===== config.mk =====
export PLATFORM = sky130hd
export DESIGN_NAME = stdp_update_scheduler
export DESIGN_NICKNAME = d
export VERILOG_FILES = /design/src/rtl/stdp_update_scheduler.sv
export SDC_FILE = /design/constraint.sdc
export NUM_CORES = 1
export LEC_CHECK = 0
export CAP_MARGIN = 20
export CORE_MARGIN = 10
export CORE_UTILIZATION = 25
export CTS_CLUSTER_DIAMETER = 60
export DETAILED_ROUTE_END_ITERATION = 6
export GPL_ROUTABILITY_DRIVEN = 0
export SLEW_MARGIN = 20
export SYNTH_ARGS = -nofsm -noshare
export SYNTH_HDL_FRONTEND = slang
export SYNTH_SLANG_ARGS = --single-unit

===== constraint.sdc =====
create_clock -name clk -period 7.4 [get_ports clk]
set_input_delay 1.48 -clock clk [delete_from_list [all_inputs] [get_ports clk]]
set_output_delay 1.48 -clock clk [all_outputs]
set_load 0.005 [all_outputs]

===== src/rtl/stdp_update_scheduler.sv =====
// STDP update scheduler: timestamps pre/post spikes, marks LTP/LTD work per synapse and
// serialises the resulting read-modify-write updates through one shared weight-memory port.
module stdp_update_scheduler #(
    parameter int unsigned NUM_PRE = 4,
    parameter int unsigned TW      = 4,
    parameter int unsigned WW      = 4,
    parameter int unsigned WIN     = 8,
    parameter int unsigned AW      = $clog2(NUM_PRE)
) (
    input  logic               clk,
    input  logic               rst_n,
    input  logic               en,
    input  logic [NUM_PRE-1:0] pre_spike,
    input  logic               post_spike,
    output logic               mem_req,
    output logic               mem_we,
    output logic [AW-1:0]      mem_addr,
    output logic [WW-1:0]      mem_wdata,
    input  logic               mem_gnt,
    input  logic [WW-1:0]      mem_rdata,
    output logic               busy,
    output logic               upd_done,
    output logic [7:0]         drop_cnt
);

    localparam logic [TW-1:0] TMAX  = {TW{1'b1}};
    localparam logic [WW-1:0] WMAX  = {WW{1'b1}};
    localparam logic [TW-1:0] WIN_T = TW'(WIN);

    typedef enum logic [1:0] {StIdle, StRd, StWr} state_e;

    state_e                      state_q, state_d;
    logic [NUM_PRE-1:0][TW-1:0]  pre_t_q, pre_t_d;
    logic [TW-1:0]               post_t_q, post_t_d;
    logic [NUM_PRE-1:0]          ltp_q, ltp_d, ltd_q, ltd_d;
    logic [NUM_PRE-1:0]          ltp_set, ltd_set, ltp_clr, ltd_clr;
    logic [AW-1:0]               rr_ptr_q, rr_ptr_d;
    logic [AW-1:0]               idx_q, idx_d;
    logic                        dir_q, dir_d;
    logic [WW-1:0]               wdata_q, wdata_d;
    logic                        upd_q, upd_d;
    logic [7:0]                  drop_q, drop_d;
    logic [AW:0]                 drop_sum;
    logic [8:0]                  drop_ext;
    logic [NUM_PRE-1:0]          pending;
    logic [AW-1:0]               cand, sel;
    logic                        found;

    // Spike timers: zero on a spike, otherwise count up and stick at TMAX.
    always_comb begin
        pre_t_d = pre_t_q;
        for (int i = 0; i < NUM_PRE; i++) begin
            if (pre_spike[i])             pre_t_d[i] = '0;
            else if (pre_t_q[i] != TMAX)  pre_t_d[i] = pre_t_q[i] + TW'(1);
        end
        post_t_d = post_t_q;
        if (post_spike)               post_t_d = '0;
        else if (post_t_q != TMAX)    post_t_d = post_t_q + TW'(1);
    end

    // Event capture; a set on a bit being cleared this cycle wins and is not a drop.
    always_comb begin
        drop_sum = '0;
        for (int i = 0; i < NUM_PRE; i++) begin
            ltp_set[i] = post_spike && !pre_spike[i] && (pre_t_q[i] < WIN_T);
            ltd_set[i] = pre_spike[i] && !post_spike && (post_t_q < WIN_T);
            if (ltp_set[i] && ltp_q[i] && !ltp_clr[i]) drop_sum = drop_sum + (AW+1)'(1);
            if (ltd_set[i] && ltd_q[i] && !ltd_clr[i]) drop_sum = drop_sum + (AW+1)'(1);
        end
        ltp_d    = (ltp_q & ~ltp_clr) | ltp_set;
        ltd_d    = (ltd_q & ~ltd_clr) | ltd_set;
        drop_ext = {1'b0, drop_q} + 9'(drop_sum);
        drop_d   = drop_ext[8] ? 8'hFF : drop_ext[7:0];
    end

    // Round-robin pick: first pending index at or after rr_ptr, wrapping.
    always_comb begin
        pending = ltp_q | ltd_q;
        found   = 1'b0;
        sel     = '0;
        cand    = '0;
        for (int k = 0; k < NUM_PRE; k++) begin
            cand = rr_ptr_q + AW'(k);
            if (!found && pending[cand]) begin
                found = 1'b1;
                sel   = cand;
            end
        end
    end

    always_comb begin
        state_d  = state_q;
        idx_d    = idx_q;
        dir_d    = dir_q;
        wdata_d  = wdata_q;
        rr_ptr_d = rr_ptr_q;
        ltp_clr  = '0;
        ltd_clr  = '0;
        upd_d    = 1'b0;
        case (state_q)
            StIdle: begin
                if (en && found) begin
                    if (ltp_q[sel] && ltd_q[sel]) begin
                        // Opposite updates cancel without touching memory.
                        ltp_clr[sel] = 1'b1;
                        ltd_clr[sel] = 1'b1;
                        rr_ptr_d     = sel + AW'(1);
                    end else begin
                        idx_d   = sel;
                        dir_d   = ltp_q[sel];
                        state_d = StRd;
                    end
                end
            end
            StRd: begin
                if (mem_gnt) begin
                    if (dir_q) wdata_d = (mem_rdata == WMAX) ? WMAX : mem_rdata + WW'(1);
                    else       wdata_d = (mem_rdata == '0) ? '0 : mem_rdata - WW'(1);
                    state_d = StWr;
                end
            end
            StWr: begin
                if (mem_gnt) begin
                    if (dir_q) ltp_clr[idx_q] = 1'b1;
                    else       ltd_clr[idx_q] = 1'b1;
                    upd_d    = 1'b1;
                    rr_ptr_d = idx_q + AW'(1);
                    state_d  = StIdle;
                end
            end
            default: state_d = StIdle;
        endcase
    end

    always_ff @(posedge clk) begin
        if (!rst_n) begin
            state_q  <= StIdle;
            pre_t_q  <= {NUM_PRE{TMAX}};
            post_t_q <= TMAX;
            ltp_q    <= '0;
            ltd_q    <= '0;
            rr_ptr_q <= '0;
            idx_q    <= '0;
            dir_q    <= 1'b0;
            wdata_q  <= '0;
            upd_q    <= 1'b0;
            drop_q   <= '0;
        end else begin
            state_q  <= state_d;
            pre_t_q  <= pre_t_d;
            post_t_q <= post_t_d;
            ltp_q    <= ltp_d;
            ltd_q    <= ltd_d;
            rr_ptr_q <= rr_ptr_d;
            idx_q    <= idx_d;
            dir_q    <= dir_d;
            wdata_q  <= wdata_d;
            upd_q    <= upd_d;
            drop_q   <= drop_d;
        end
    end

    assign mem_req   = (state_q != StIdle);
    assign mem_we    = (state_q == StWr);
    assign mem_addr  = idx_q;
    assign mem_wdata = wdata_q;
    assign busy      = (state_q != StIdle);
    assign upd_done  = upd_q;
    assign drop_cnt  = drop_q;

endmodule


==> impl_metrics.tcl <==
set metrics [dict create \
    p_sw_w 0.000196 \
    synthTopCellsByArea "dfxtp_1, ha_1, mux2i_1, o21ai_0, nor2_1" \
    ir_worst_vdd_mv 0.0910 \
    detail_route.wl_per_cell_um 13.2 \
    yosys-top-cells-count "dfxtp_1, nor2_1, o21ai_0, nand2_1, mux2i_1" \
    finalWorstSetupSlack_ns 0.694 \
    drt-initial-drc-count 159 \
    switching_share_pct 25.7 \
    n_antenna_cell 0 \
    drive_gt1_share_pct 8.48 \
    finClkSkew_ns 0.00272 \
    holdPathStages 2 \
    synth_top_area_share_pct 30.8 \
    die_area_um2 17400 \
    die_width_um 132 \
    yosys_warnings 0 \
    max_freq_mhz 149 \
    finalPower_w 0.000764 \
    worstPathRequired_ns 7.55 \
    ys_ff_latch 48 \
    yosysTopAreaCell "dfxtp_1" \
    first_pass_iters 4 \
    ys_seq_area_share_pct 30.8 \
    finalCritPeriodShare_pct 90.6 \
    final.min_clock_period_ns 6.71 \
    pwr-share-comb_pct 17.8 \
    synth-async-reset-ratio_pct 0 \
    final-hold-violation-count 0 \
    nNetsFinal 432 \
    powerDensity_nw_per_um2 200 \
    ctsRootBufferMaster "clkbuf_16" \
    postPlaceCellArea_um2 3610 \
    num_rows 40 \
    io_buffers 30 \
    timing.critical_path.arrival_ns 6.86 \
    drt-total-wl_um 7530 \
    grt_pass1_wl_um 13300 \
    syn_area_um2 3120 \
    yosysMostFrequentCell "dfxtp_1" \
    hold_class "register to register" \
    clkTransAtPathRegs_ns 0.07 \
    antenna_found_initial 0 \
    setup_tns_ns 0 \
    rsz0062_at_grt "false" \
    dp_hpwl_um 5780 \
    die_height_um 132 \
    tightest_slew_ns 0.828 \
    cts_buffers 5 \
    post_cts_buffers 0 \
    cts_hold_buf 0 \
    grt.total_usage_pct 8.79 \
    post-place-ws_ns 0.441 \
    grt_overflow 0 \
    vias_per_cell 4.81 \
    p_int_w 0.000568 \
    antenna_violating_nets_post_route 0 \
    grt_pass1_vias 2754 \
    cts_sinks 48 \
    htree_levels 2 \
    drv_slew 0 \
    io_pins 31 \
    end_kind "register" \
    ctsResizeCount 0 \
    relSlewSlack_pct 44.5 \
    synth_ff_type "dfxtp_1" \
    r2r_cells 28 \
    seq_power_share_pct 38.7 \
    synth_cells 369 \
    vias 2736 \
    path_class "primary input to register" \
    maxCapViolCount 0 \
    final_area_um2 3820 \
    synthDistinctLibCells 66 \
    clock_power_share_pct 43.4 \
    remaining_drc_errors 0 \
    tritoncts "built" \
    core_um2 12100 \
    cp_max_fo 6 \
    cts_buffer_depth 2 \
    clk_latency_ns 0.29 \
    grt_max_degree 28 \
    start_util_pct 25.8 \
    syn2layout_area_growth_pct 22.5 \
    synth_nets 401 \
    status "finished clean" \
    synth_edf_count 0 \
    p_leak_nw 1.48 \
    crit_path_start_kind "primary input" \
    finalSetupViolCount 0 \
    avgSynthCellArea_um2 8.46 \
]
[registers in the layout, indices dropped and copies added (netlist names)]
signal	count
mem_addr	2
dir_q	1
rr_ptr_q	2
state_q	2
ltd_q	4
drop_cnt	8
upd_done	1
post_t_q	4
pre_t_q	16
ltp_q	4
mem_wdata	4
[final timing paths]
kind,from,endpoint,slack [ns]
max,en,drop_cnt[1]$_SDFF_PN0_,0.69
max reg2reg,ltd_q[2]$_SDFF_PN0_,drop_cnt[1]$_SDFF_PN0_,1.25
min reg2reg,mem_wdata[3]$_SDFFE_PN0P_,mem_wdata[3]$_SDFFE_PN0P_,0.47
min,mem_wdata[3]$_SDFFE_PN0P_,mem_wdata[3]$_SDFFE_PN0P_,0.47
[placed cells by master, fill, tap and decap left out, drive strengths merged, types with 3 or more instances in the layout]
cell           netlist  final
a211oi               3      3
a21oi               20     20
a31oi                5      5
and2                 4      4
and3                 5      5
buf                  2      3
bufinv               0      3
clkbuf               7      5
clkdlybuf4s50        0     30
dfxtp               48     48
ha                  18     18
inv                 18     18
mux2                 4      4
mux2i               19     19
nand2               25     25
nand2b               8      8
nand3               17     17
nand3b               4      4
nor2                44     44
nor3                 7      7
nor3b                4      4
o211ai               5      5
o21ai               39     39
o31ai                3      3
or2                  5      5
xnor2               13     13
xor2                 6      6
[worst max-delay path, cell delays in order]
cell and delay [ns]:
clkdlybuf4s50_1 0.48, nand2_1 0.11, or4_1 0.55, o311a_1 0.16
nand3_1 0.15, inv_1 0.08, ha_1 0.41, xnor2_4 0.30
inv_1 0.07, ha_1 0.28, inv_1 0.04, o22a_1 0.16
o22ai_1 0.18, mux2i_1 0.11, xnor2_1 0.28, o21ai_1 0.10
ha_1 0.21, nand2_1 0.07, xor2_1 0.18, xnor2_1 0.16
xnor2_1 0.14, ha_1 0.28, nor2b_1 0.14, o21ai_0 0.31
nor2_1 0.11, nand3_1 0.21, a21oi_1 0.10
[power by group through the flow]
stage / clock, W / combinational, W / sequential (W)
floorplan: 0 / 0.0000997 / 0.000296
global placement: 0 / 0.000131 / 0.000300
detailed placement: 0 / 0.000137 / 0.000301
CTS: 0.000338 / 0.000137 / 0.000296
global route: 0.000347 / 0.000154 / 0.000299
finish: 0.000332 / 0.000136 / 0.000296
[cell families after synthesis]
logic type / share of synthesized area, %
xor+xnor: 6.78
mux: 7.54
flops: 30.8
fa+ha+maj: 7.86
compound gates: 22.4
buf+inv: 3.73
simple gates: 20.9
[per-stage QoR]
stage | cells | utilization, % | hold slack, ns
floorplan | 369 | - | 0.467
global placement | 561 | 29.8 | 0.468
detailed placement | 561 | 29.8 | 0.462
CTS | 569 | 31.6 | 0.474
global route | 569 | 31.6 | 0.509
finish | 569 | 31.6 | 0.473
[final cells by class]
class	instances	area [um^2]
tap	168	210
multi-input combinational	293	2040
inverter	19	71.3
fill	1315	8290
sequential	48	961
clock inverter	3	90.1
timing repair buffer	33	323
clock buffer	5	125
[layer usage]
layer  global-route usage, %  share of wire [%]
met1                    11.3                 49
met2                    14.5                 46
met3                    2.13                4.4
met4                    1.79               0.68
met5                       0                  0
No activity file was read; power rests on OpenSTA's default activity.
